`src/rtl/alu_pkg.sv`:
```
// Shared definitions for the pipelined ALU: opcodes, FSM states, flag bit positions.
package alu_pkg;

  localparam logic [3:0] OP_ADD = 4'd0;
  localparam logic [3:0] OP_SUB = 4'd1;
  localparam logic [3:0] OP_AND = 4'd2;
  localparam logic [3:0] OP_OR  = 4'd3;
  localparam logic [3:0] OP_SLL = 4'd4;
  localparam logic [3:0] OP_SRL = 4'd5;
  localparam logic [3:0] OP_SRA = 4'd6;
  localparam logic [3:0] OP_RL  = 4'd7;
  localparam logic [3:0] OP_MUL = 4'd8;

  typedef enum logic {
    IDLE = 1'b0,
    MUL  = 1'b1
  } state_e;

  // Bit positions inside the {n,v,z} flag register.
  localparam int unsigned Z = 0;
  localparam int unsigned V = 1;
  localparam int unsigned N = 2;

endpackage

```
`src/rtl/alu_mul_seq.sv`:
```
// Iterative unsigned radix-2 shift-add multiplier. One partial product per cycle;
// done is asserted during the last step and product then shows the final sum.
module alu_mul_seq #(
  parameter int unsigned DSIZE = 16
) (
  input  logic                 clk,
  input  logic                 rst_n,
  input  logic                 start,
  input  logic [DSIZE-1:0]     a,
  input  logic [DSIZE-1:0]     b,
  output logic                 done,
  output logic [2*DSIZE-1:0]   product
);

  localparam int unsigned CW = $clog2(DSIZE);

  logic [2*DSIZE-1:0] mcand_q, mcand_d;
  logic [2*DSIZE-1:0] acc_q, acc_d;
  logic [DSIZE-1:0]   mplier_q, mplier_d;
  logic [CW-1:0]      cnt_q, cnt_d;
  logic               run_q, run_d;
  logic               last;

  assign last = (cnt_q == CW'(DSIZE - 1));

  // Next-state: load operands on start, then add-and-shift one multiplier bit per cycle.
  always_comb begin
    mcand_d  = mcand_q;
    mplier_d = mplier_q;
    acc_d    = acc_q;
    cnt_d    = cnt_q;
    run_d    = run_q;
    if (start) begin
      mcand_d  = {{DSIZE{1'b0}}, a};
      mplier_d = b;
      acc_d    = '0;
      cnt_d    = '0;
      run_d    = 1'b1;
    end else if (run_q) begin
      if (mplier_q[0]) begin
        acc_d = acc_q + mcand_q;
      end
      mcand_d  = mcand_q << 1;
      mplier_d = mplier_q >> 1;
      cnt_d    = cnt_q + CW'(1);
      if (last) begin
        run_d = 1'b0;
      end
    end
  end

  // The final step's sum is handed out combinationally so the caller loads it on the same edge.
  assign done    = run_q & last;
  assign product = acc_d;

  // State register with synchronous reset; reset abandons any multiply in flight.
  always_ff @(posedge clk) begin
    if (!rst_n) begin
      mcand_q  <= '0;
      mplier_q <= '0;
      acc_q    <= '0;
      cnt_q    <= '0;
      run_q    <= 1'b0;
    end else begin
      mcand_q  <= mcand_d;
      mplier_q <= mplier_d;
      acc_q    <= acc_d;
      cnt_q    <= cnt_d;
      run_q    <= run_d;
    end
  end

endmodule

```
`src/rtl/alu_pipe.sv`:
```
// Handshaked ALU stage between register read and write-back. Single-cycle ops load the
// output register on accept; MUL runs the iterative multiplier for DSIZE cycles first.
module alu_pipe
  import alu_pkg::*;
#(
  parameter int unsigned DSIZE = 16,
  parameter int unsigned SHW   = $clog2(DSIZE)
) (
  input  logic             clk,
  input  logic             rst_n,
  input  logic             in_valid,
  output logic             in_ready,
  input  logic [DSIZE-1:0] a,
  input  logic [DSIZE-1:0] b,
  input  logic [3:0]       op,
  input  logic [SHW-1:0]   imm,
  input  logic             flag_en,
  output logic             out_valid,
  input  logic             out_ready,
  output logic [DSIZE-1:0] out,
  output logic [2:0]       flag,
  output logic             busy
);

  localparam int unsigned M = DSIZE - 1;

  state_e             state_q, state_d;
  logic [DSIZE-1:0]   out_q, out_d;
  logic               out_valid_q, out_valid_d;
  logic [2:0]         flag_q, flag_d;
  logic               fen_q, fen_d;
  logic               neg_q, neg_d;

  logic               xfer;
  logic [DSIZE-1:0]   sum, diff;
  logic [2*DSIZE-1:0] rot;
  logic [DSIZE-1:0]   alu_res;
  logic [2:0]         alu_flag;
  logic               alu_upd;

  logic [DSIZE-1:0]   a_mag, b_mag;
  logic               mul_start, mul_done;
  logic [2*DSIZE-1:0] mul_prod, mul_full;
  logic [DSIZE-1:0]   mul_res;
  logic [2:0]         mul_flag;
  logic               mul_v;

  assign busy      = (state_q == MUL);
  assign in_ready  = rst_n & ~busy & (~out_valid_q | out_ready);
  assign xfer      = in_valid & in_ready;
  assign out       = out_q;
  assign out_valid = out_valid_q;
  assign flag      = flag_q;

  // Single-cycle datapath: result plus the flags it would commit, and whether it commits any.
  always_comb begin
    alu_res  = '0;
    alu_flag = '0;
    alu_upd  = 1'b0;
    sum      = a + b;
    diff     = a - b;
    // Rotate by shifting a doubled copy; the upper half is the rotated word.
    rot      = {a, a} << imm;
    case (op)
      OP_ADD: begin
        alu_res     = sum;
        alu_upd     = 1'b1;
        alu_flag[V] = (a[M] == b[M]) & (sum[M] != a[M]);
        alu_flag[N] = ~alu_flag[V] & sum[M];
        alu_flag[Z] = (sum == '0);
      end
      OP_SUB: begin
        alu_res     = diff;
        alu_upd     = 1'b1;
        alu_flag[V] = (a[M] != b[M]) & (diff[M] != a[M]);
        alu_flag[N] = ~alu_flag[V] & diff[M];
        alu_flag[Z] = (diff == '0);
      end
      OP_AND: begin
        alu_res     = a & b;
        alu_upd     = 1'b1;
        alu_flag[Z] = ((a & b) == '0);
      end
      OP_OR: begin
        alu_res     = a | b;
        alu_upd     = 1'b1;
        alu_flag[Z] = ((a | b) == '0);
      end
      OP_SLL:  alu_res = a << imm;
      OP_SRL:  alu_res = a >> imm;
      OP_SRA:  alu_res = $signed(a) >>> imm;
      OP_RL:   alu_res = rot[2*DSIZE-1:DSIZE];
      default: alu_res = '0;
    endcase
  end

  // Multiplier works on magnitudes; sign is reapplied to the full-width product.
  always_comb begin
    a_mag         = a[M] ? -a : a;
    b_mag         = b[M] ? -b : b;
    mul_full      = neg_q ? -mul_prod : mul_prod;
    mul_res       = mul_full[DSIZE-1:0];
    // Fits in DSIZE signed bits only if the top DSIZE+1 bits are all equal.
    mul_v         = ~((&mul_full[2*DSIZE-1:M]) | ~(|mul_full[2*DSIZE-1:M]));
    mul_flag      = '0;
    mul_flag[Z]   = (mul_res == '0);
    mul_flag[V]   = mul_v;
    mul_flag[N]   = ~mul_v & mul_res[M];
  end

  alu_mul_seq #(
    .DSIZE (DSIZE)
  ) u_mul (
    .clk     (clk),
    .rst_n   (rst_n),
    .start   (mul_start),
    .a       (a_mag),
    .b       (b_mag),
    .done    (mul_done),
    .product (mul_prod)
  );

  // FSM next-state and output-register loads.
  always_comb begin
    state_d     = state_q;
    out_d       = out_q;
    out_valid_d = out_valid_q & ~out_ready;
    flag_d      = flag_q;
    fen_d       = fen_q;
    neg_d       = neg_q;
    mul_start   = 1'b0;
    case (state_q)
      IDLE: begin
        if (xfer) begin
          if (op == OP_MUL) begin
            mul_start = 1'b1;
            fen_d     = flag_en;
            neg_d     = a[M] ^ b[M];
            state_d   = MUL;
          end else begin
            out_d       = alu_res;
            out_valid_d = 1'b1;
            if (flag_en && alu_upd) begin
              flag_d = alu_flag;
            end
          end
        end
      end
      MUL: begin
        // The output register was freed on entry, so out_ready is not consulted here.
        if (mul_done) begin
          out_d       = mul_res;
          out_valid_d = 1'b1;
          if (fen_q) begin
            flag_d = mul_flag;
          end
          state_d = IDLE;
        end
      end
      default: state_d = IDLE;
    endcase
  end

  // State and output registers with synchronous active-low reset.
  always_ff @(posedge clk) begin
    if (!rst_n) begin
      state_q     <= IDLE;
      out_q       <= '0;
      out_valid_q <= 1'b0;
      flag_q      <= '0;
      fen_q       <= 1'b0;
      neg_q       <= 1'b0;
    end else begin
      state_q     <= state_d;
      out_q       <= out_d;
      out_valid_q <= out_valid_d;
      flag_q      <= flag_d;
      fen_q       <= fen_d;
      neg_q       <= neg_d;
    end
  end

endmodule

```
`config.mk`:
```
export PLATFORM = sky130hd
export DESIGN_NAME = alu_pipe
export DESIGN_NICKNAME = d
export VERILOG_FILES = /design/src/rtl/alu_pkg.sv /design/src/rtl/alu_mul_seq.sv /design/src/rtl/alu_pipe.sv
export SDC_FILE = /design/constraint.sdc
export NUM_CORES = 1
export LEC_CHECK = 0
export CAP_MARGIN = 10
export CORE_MARGIN = 1.5
export CORE_UTILIZATION = 54
export CTS_BUF_LIST = sky130_fd_sc_hd__clkbuf_4 sky130_fd_sc_hd__clkbuf_8 sky130_fd_sc_hd__clkbuf_16
export CTS_CLUSTER_SIZE = 12
export DETAILED_ROUTE_END_ITERATION = 10
export GPL_ROUTABILITY_DRIVEN = 0
export PLACE_DENSITY = 0.85
export SETUP_SLACK_MARGIN = 0.02
export SYNTH_ARGS = -nofsm -noshare
export SYNTH_HDL_FRONTEND = slang
export SYNTH_SLANG_ARGS = --single-unit
```
`constraint.sdc`:
```
create_clock -name clk -period 14.7 [get_ports clk]
set_input_delay 2.205 -clock clk [delete_from_list [all_inputs] [get_ports clk]]
set_output_delay 2.205 -clock clk [all_outputs]
set_load 0.05 [all_outputs]
```
==> flow_summary.ini, run 1 <==
[timing]
clock.fmax_ghz = 0.140
rsz0062_at_grt = false
fin_crit_sh_pct = 48.6
worst_hold_slack_ns = 0.482
finalSetupViolations = 0
timing.final.ws_setup_ns = 7.55
hold_violations = 0
fin_worst_skew_ns = 0.0113
min_period_ns = 7.15
setup_tns_ns = 0
maxSlewViolCount = 0
slew_headroom_pct = 30.1
tightest_slew_ns = 1.04

[clock_tree]
cts_resized = 0
cts_hold_buf = 0
cts_tree = yes
cts_buffers = 9
clkTransAtPathRegs_ns = 0.07
cts_setup_buffers = 0
htreeDepth = 3
clk_latency_ns = 0.37
clock-root-buffer = clkbuf_16
cts_num_sinks = 108
clock_path_buffers = 2

[synth]
synthArstFlopShare_pct = 0
yosys.area.top_type = dfxtp_1
ys_top_cells_by_area = dfxtp_1, ha_1, nor2_1
netlist_instances = 1663
synth_flop_cell = dfxtp_1
syn-mean-instance-area_um2 = 7.29
synth_top_area_share_pct = 17.8
ys_ff_latch = 108
synth_enable_flop_cells = 0
syn-num-nets = 1793
ys_seq_area_share_pct = 17.8
synth_cell_types = 102
ys_warn_count = 0
syn-cell-area_um2 = 12100

[hold_path]
worstHoldStart = fen_q
hold_path_class = reg2reg

[global_route]
overflow = 0
grt_pass1_vias = 12000
grt_pass1_wl_um = 61200
track_usage_pct = 31.8
grt_max_degree = 92
grt_antenna_before_repair = 0

[route]
vias = 13100
drc = 0
drt-initial-drc-count = 1842
wl_per_cell_um = 19.9
drt-total-wl_um = 38400
ant_nets = 0
vias_per_cell = 6.79
drt_first_pass_iters = 7

[placement]
port-buffer-count = 66
placed_area_um2 = 12800
place_ws_ns = 7.28
hpwl_um = 28900

[critical_path]
end_kind = flip-flop
required_ns = 14.98
arrival_ns = 7.43
r2r_slack_ns = 9.35
path_max_fanout = 91
crit_type = in2reg
cp-startpoint = op[0]
worstSetupStartpointType = input port
reg2reg_from = busy

[layout]
drive_gt1_share_pct = 5.45
final_common_cell = nor2_1
fill_cells = 1998
regArea_um2 = 2160
diodes = 0
syn_to_final_growth_pct = 8.01
nets = 1777
mostFrequentLayoutCells = nor2_1, nand2_1, a21oi_1
multi_input_area_um2 = 9310
final_cell_area_um2 = 13100

[status]
status = complete, no violations

[floorplanning]
row_count = 54
die_w_um = 153
initial_core_util_pct = 55.4
num_io_pins = 67
dieHeight_um = 153
die_area_um2 = 23400
core_region_area_um2 = 21900

[pwr]
p_leak_nw = 4.92
power_density_nw_per_um2 = 58.4
peakVddDrop_mv = 0.0416

[job]
maxCapViolations = 0
worst paths after layout:
path | endpoint | cells after the start
worst max-delay path | flag[2] | 14
worst min-delay path | fen_q | 2
worst max register to register | flag[2] | 13
worst min register to register | fen_q | 2
state kept, by name (all words and copies together) (netlist names):
register and flops:
u_mul.mcand_q 32, flag 3, out 16, out_valid 1
u_mul.acc_q 32, busy 1, u_mul.cnt_q 4, fen_q 1
neg_q 1, u_mul.mplier_q 16, u_mul.run_q 1
critical path: stages:
cell	delay, ns
clkdlybuf4s50_1	0.73
nor4b_4	0.54
nand4bb_4	0.12
buf_4	0.41
nand2_2	0.28
o31ai_1	0.17
or4_1	0.69
or2_0	0.40
nor4_4	0.36
a41o_1	0.26
xor2_1	0.08
or4_1	0.53
or3_1	0.36
o31ai_2	0.26
cell families after synthesis:
| group | count (synthesis) | synth area share, % |
|---|---|---|
| AOI/OAI and AO/OA | 511 | 28.3 |
| and+or+nand+nor | 615 | 25.0 |
| xor gates and xnor gates | 83 | 6.00 |
| buffers and inverters | 168 | 5.63 |
| adders and majority gates | 85 | 8.96 |
| muxes | 93 | 8.25 |
| DFF | 108 | 17.8 |
cells in the mapped netlist (35+ instances only):
cell type / instances
nor2_1: 225
nand2_1: 129
a21oi_1: 128
dfxtp_1: 108
o21ai_0: 90
mux2i_1: 83
ha_1: 82
clkbuf_1: 81
xnor2_1: 68
a211oi_1: 59
inv_1: 59
nor3_1: 41
nand3_1: 35
layer usage:
| metal | track usage, % | up-vias | wire length [um] |
|---|---|---|---|
| li1 | - | 6083 | - |
| met1 | 42.0 | 6015 | 15200 |
| met2 | 50.5 | 860 | 16900 |
| met3 | 5.81 | 160 | 4540 |
| met4 | 14.1 | 0 | 1800 |
| met5 | 0 | - | 0 |
cell type report:
class | instances | share of cell area, %
clock inverter | 5 | 0.354
timing repair buffer | 79 | 5.75
tap | 280 | 2.68
inverter | 62 | 1.78
sequential | 108 | 16.5
multi-input combinational | 1387 | 71.1
clock buffer | 11 | 1.84
stage by stage:
step                utilization [%]  std cells  power [mW]
global placement               58.5       1916       0.516
global route                   59.8       1932       0.792
CTS                            59.8       1932       0.758
floorplan                         -       1663       0.453
detailed placement             58.5       1916       0.520
finish                         59.8       1932       0.765
power breakdown:
part,switching (mW),leakage [nW],internal (mW)
combinational,0.140,3.90,0.0808
sequential,0.00369,0.873,0.297
clock,0.122,0.143,0.122
(Power assumes the default switching activity.)
==> inputs of run 2 (changes only) <==
--- a/config.mk
+++ b/config.mk
@@ -12,7 +12,7 @@
 export CTS_CLUSTER_SIZE = 12
 export DETAILED_ROUTE_END_ITERATION = 10
 export GPL_ROUTABILITY_DRIVEN = 0
-export PLACE_DENSITY = 0.85
+export PLACE_DENSITY = 0.88
 export SETUP_SLACK_MARGIN = 0.02
 export SYNTH_ARGS = -nofsm -noshare
 export SYNTH_HDL_FRONTEND = slang
==> constraint.sdc (replaced) <==
create_clock -name clk -period 5.75 [get_ports clk]
set_input_delay 0.8625 -clock clk [delete_from_list [all_inputs] [get_ports clk]]
set_output_delay 0.8625 -clock clk [all_outputs]
set_load 0.05 [all_outputs]
==> run 2 against run 1 <==
- the flow now finishes with violations (DRC)
- non-clock buffer count increased by 19
- worst setup slack got worse by 7.0 ns
- via count increased by 0.95%
- core utilization is 0.84 points higher
- count of clock-buffer cells in the layout decreased by 2
- first-iteration DRC count is 17% higher
- critical endpoint unchanged
- largest cell class unchanged
==> flow_summary.ini, run 2 (same netlist as run 1, synthesis figures left out) <==
[layout]
final_common_cell = nor2_1
syn_to_final_growth_pct = 9.53
drive_gt1_share_pct = 6.52
fin_cells = 1951
nets = 1796
diodes = 0
mostFrequentLayoutCells = nor2_1, nand2_1, a21oi_1
reg_top3 = u_mul.acc_q x32, u_mul.mcand_q x32
fill_cells = 1908

[timing]
tightest_slew_ns = 1.05
slew_headroom_pct = 29.7
worst_hold_slack_ns = 0.500
clock.fmax_ghz = 0.191
timing.final.ws_setup_ns = 0.518
hold_violations = 0
finalSetupViolations = 0
setup_tns_ns = 0
rsz0062_at_grt = false
min_period_ns = 5.23
maxSlewViolCount = 0
fin_worst_skew_ns = 0.0132
fin_crit_sh_pct = 91.0

[floorplanning]
die_w_um = 153
dieHeight_um = 153
num_io_pins = 67
initial_core_util_pct = 55.4
die_area_um2 = 23400
row_count = 54
core_region_area_um2 = 21900

[clock_tree]
htreeDepth = 3
clock-root-buffer = clkbuf_16
cts_setup_buffers = 0
cts_hold_buf = 0
cts_resized = 0
clk_latency_ns = 0.37
cts_tree = yes
clkTransAtPathRegs_ns = 0.08
clock_path_buffers = 2
cts_buffers = 9
cts_num_sinks = 108

[critical_path]
end_kind = flip-flop
arrival_ns = 5.51
crit_type = reg2reg
path_max_fanout = 6
required_ns = 6.03
cp_slowest_cell = or4_1
worstSetupStartpointType = flip-flop
max_stage_delay_ns = 0.55
critical_path.cell_chain = ha_1 > inv_1 > fa_1 > nor2b_1 > o22a_1 > a2111oi_2 > nor4_1 > or3_1 > nand3_1 > o41ai_4 > o211ai_1 > or3_1 > and3_1 > or4_1 > or3_1 > o31ai_2
r2r_slack_ns = 0.52
critPathBufInv = 1
cpLargestDelayFamily = simple AND/OR/NAND/NOR gates
crit_top_cell = or3_1

[global_route]
grt_pass1_vias = 12300
overflow = 0
grt_pass1_wl_um = 62600
grt_antenna_before_repair = 0
grt_max_degree = 70
track_usage_pct = 32.4

[pwr]
peakVddDrop_mv = 0.115
p_leak_nw = 5.03
total_power_mw = 2.02
power_density_nw_per_um2 = 152

[route]
drt-initial-drc-count = 2156
drc = 14
ant_nets = 0
drt-total-wl_um = 38600
drt_first_pass_iters = 11
vias_per_cell = 6.79
wl_per_cell_um = 19.8
vias = 13200

[status]
status = finished, violations left
violations = DRC

[placement]
place_ws_ns = 0.208
dp.cells = 1935
port-buffer-count = 66
hpwl_um = 29400

[hold_path]
hold_path_class = reg2reg

[job]
maxCapViolations = 0
==> run 2: final cells by class <==
class / instances / area, um2 / area share (%)
Inverter: 62 / 233 / 1.75
Clock inverter: 7 / 90.1 / 0.679
Clock buffer: 9 / 225 / 1.70
Tap cell: 280 / 350 / 2.64
Sequential cell: 108 / 2160 / 16.3
Multi-Input combinational cell: 1387 / 9310 / 70.1
Timing Repair Buffer: 98 / 908 / 6.84
==> run 2: path summary, 6_finish.rpt <==
check	start	endpoint	depth (start not counted)
max	u_mul.acc_q[0]	flag[2]	16
min reg2reg	out[11]	out[11]	2
max reg2reg	u_mul.acc_q[0]	flag[2]	16
min	out[11]	out[11]	2
==> run 2: per-layer routing <==
metal,vias up,global-route usage [%],wire [um]
met4,0,17.6,2270
met1,5969,42.0,15000
met2,950,50.7,16600
met5,-,0,0
met3,203,6.27,4730
li1,6121,-,-
==> run 2: report_power, final <==
part | total [mW] | switching [mW] | leakage (nW) | internal [mW]
logic | 0.576 | 0.364 | 4.00 | 0.213
clock network | 0.678 | 0.327 | 0.156 | 0.351
registers | 0.767 | 0.00806 | 0.873 | 0.758
total | 2.02 | 0.699 | 5.03 | 1.32
==> run 2: stage by stage <==
stage               cell area, um2  utilization [%]
floorplan                    12100                -
global placement             13000             59.2
detailed placement           13000             59.2
CTS                          13300             60.6
global route                 13300             60.6
finish                       13300             60.6
==> run 2: worst min-delay path, stage by stage (launching register included) <==
cell and delay, ns:
dfxtp_1 0.31, nor2_1 0.09, a311oi_1 0.05
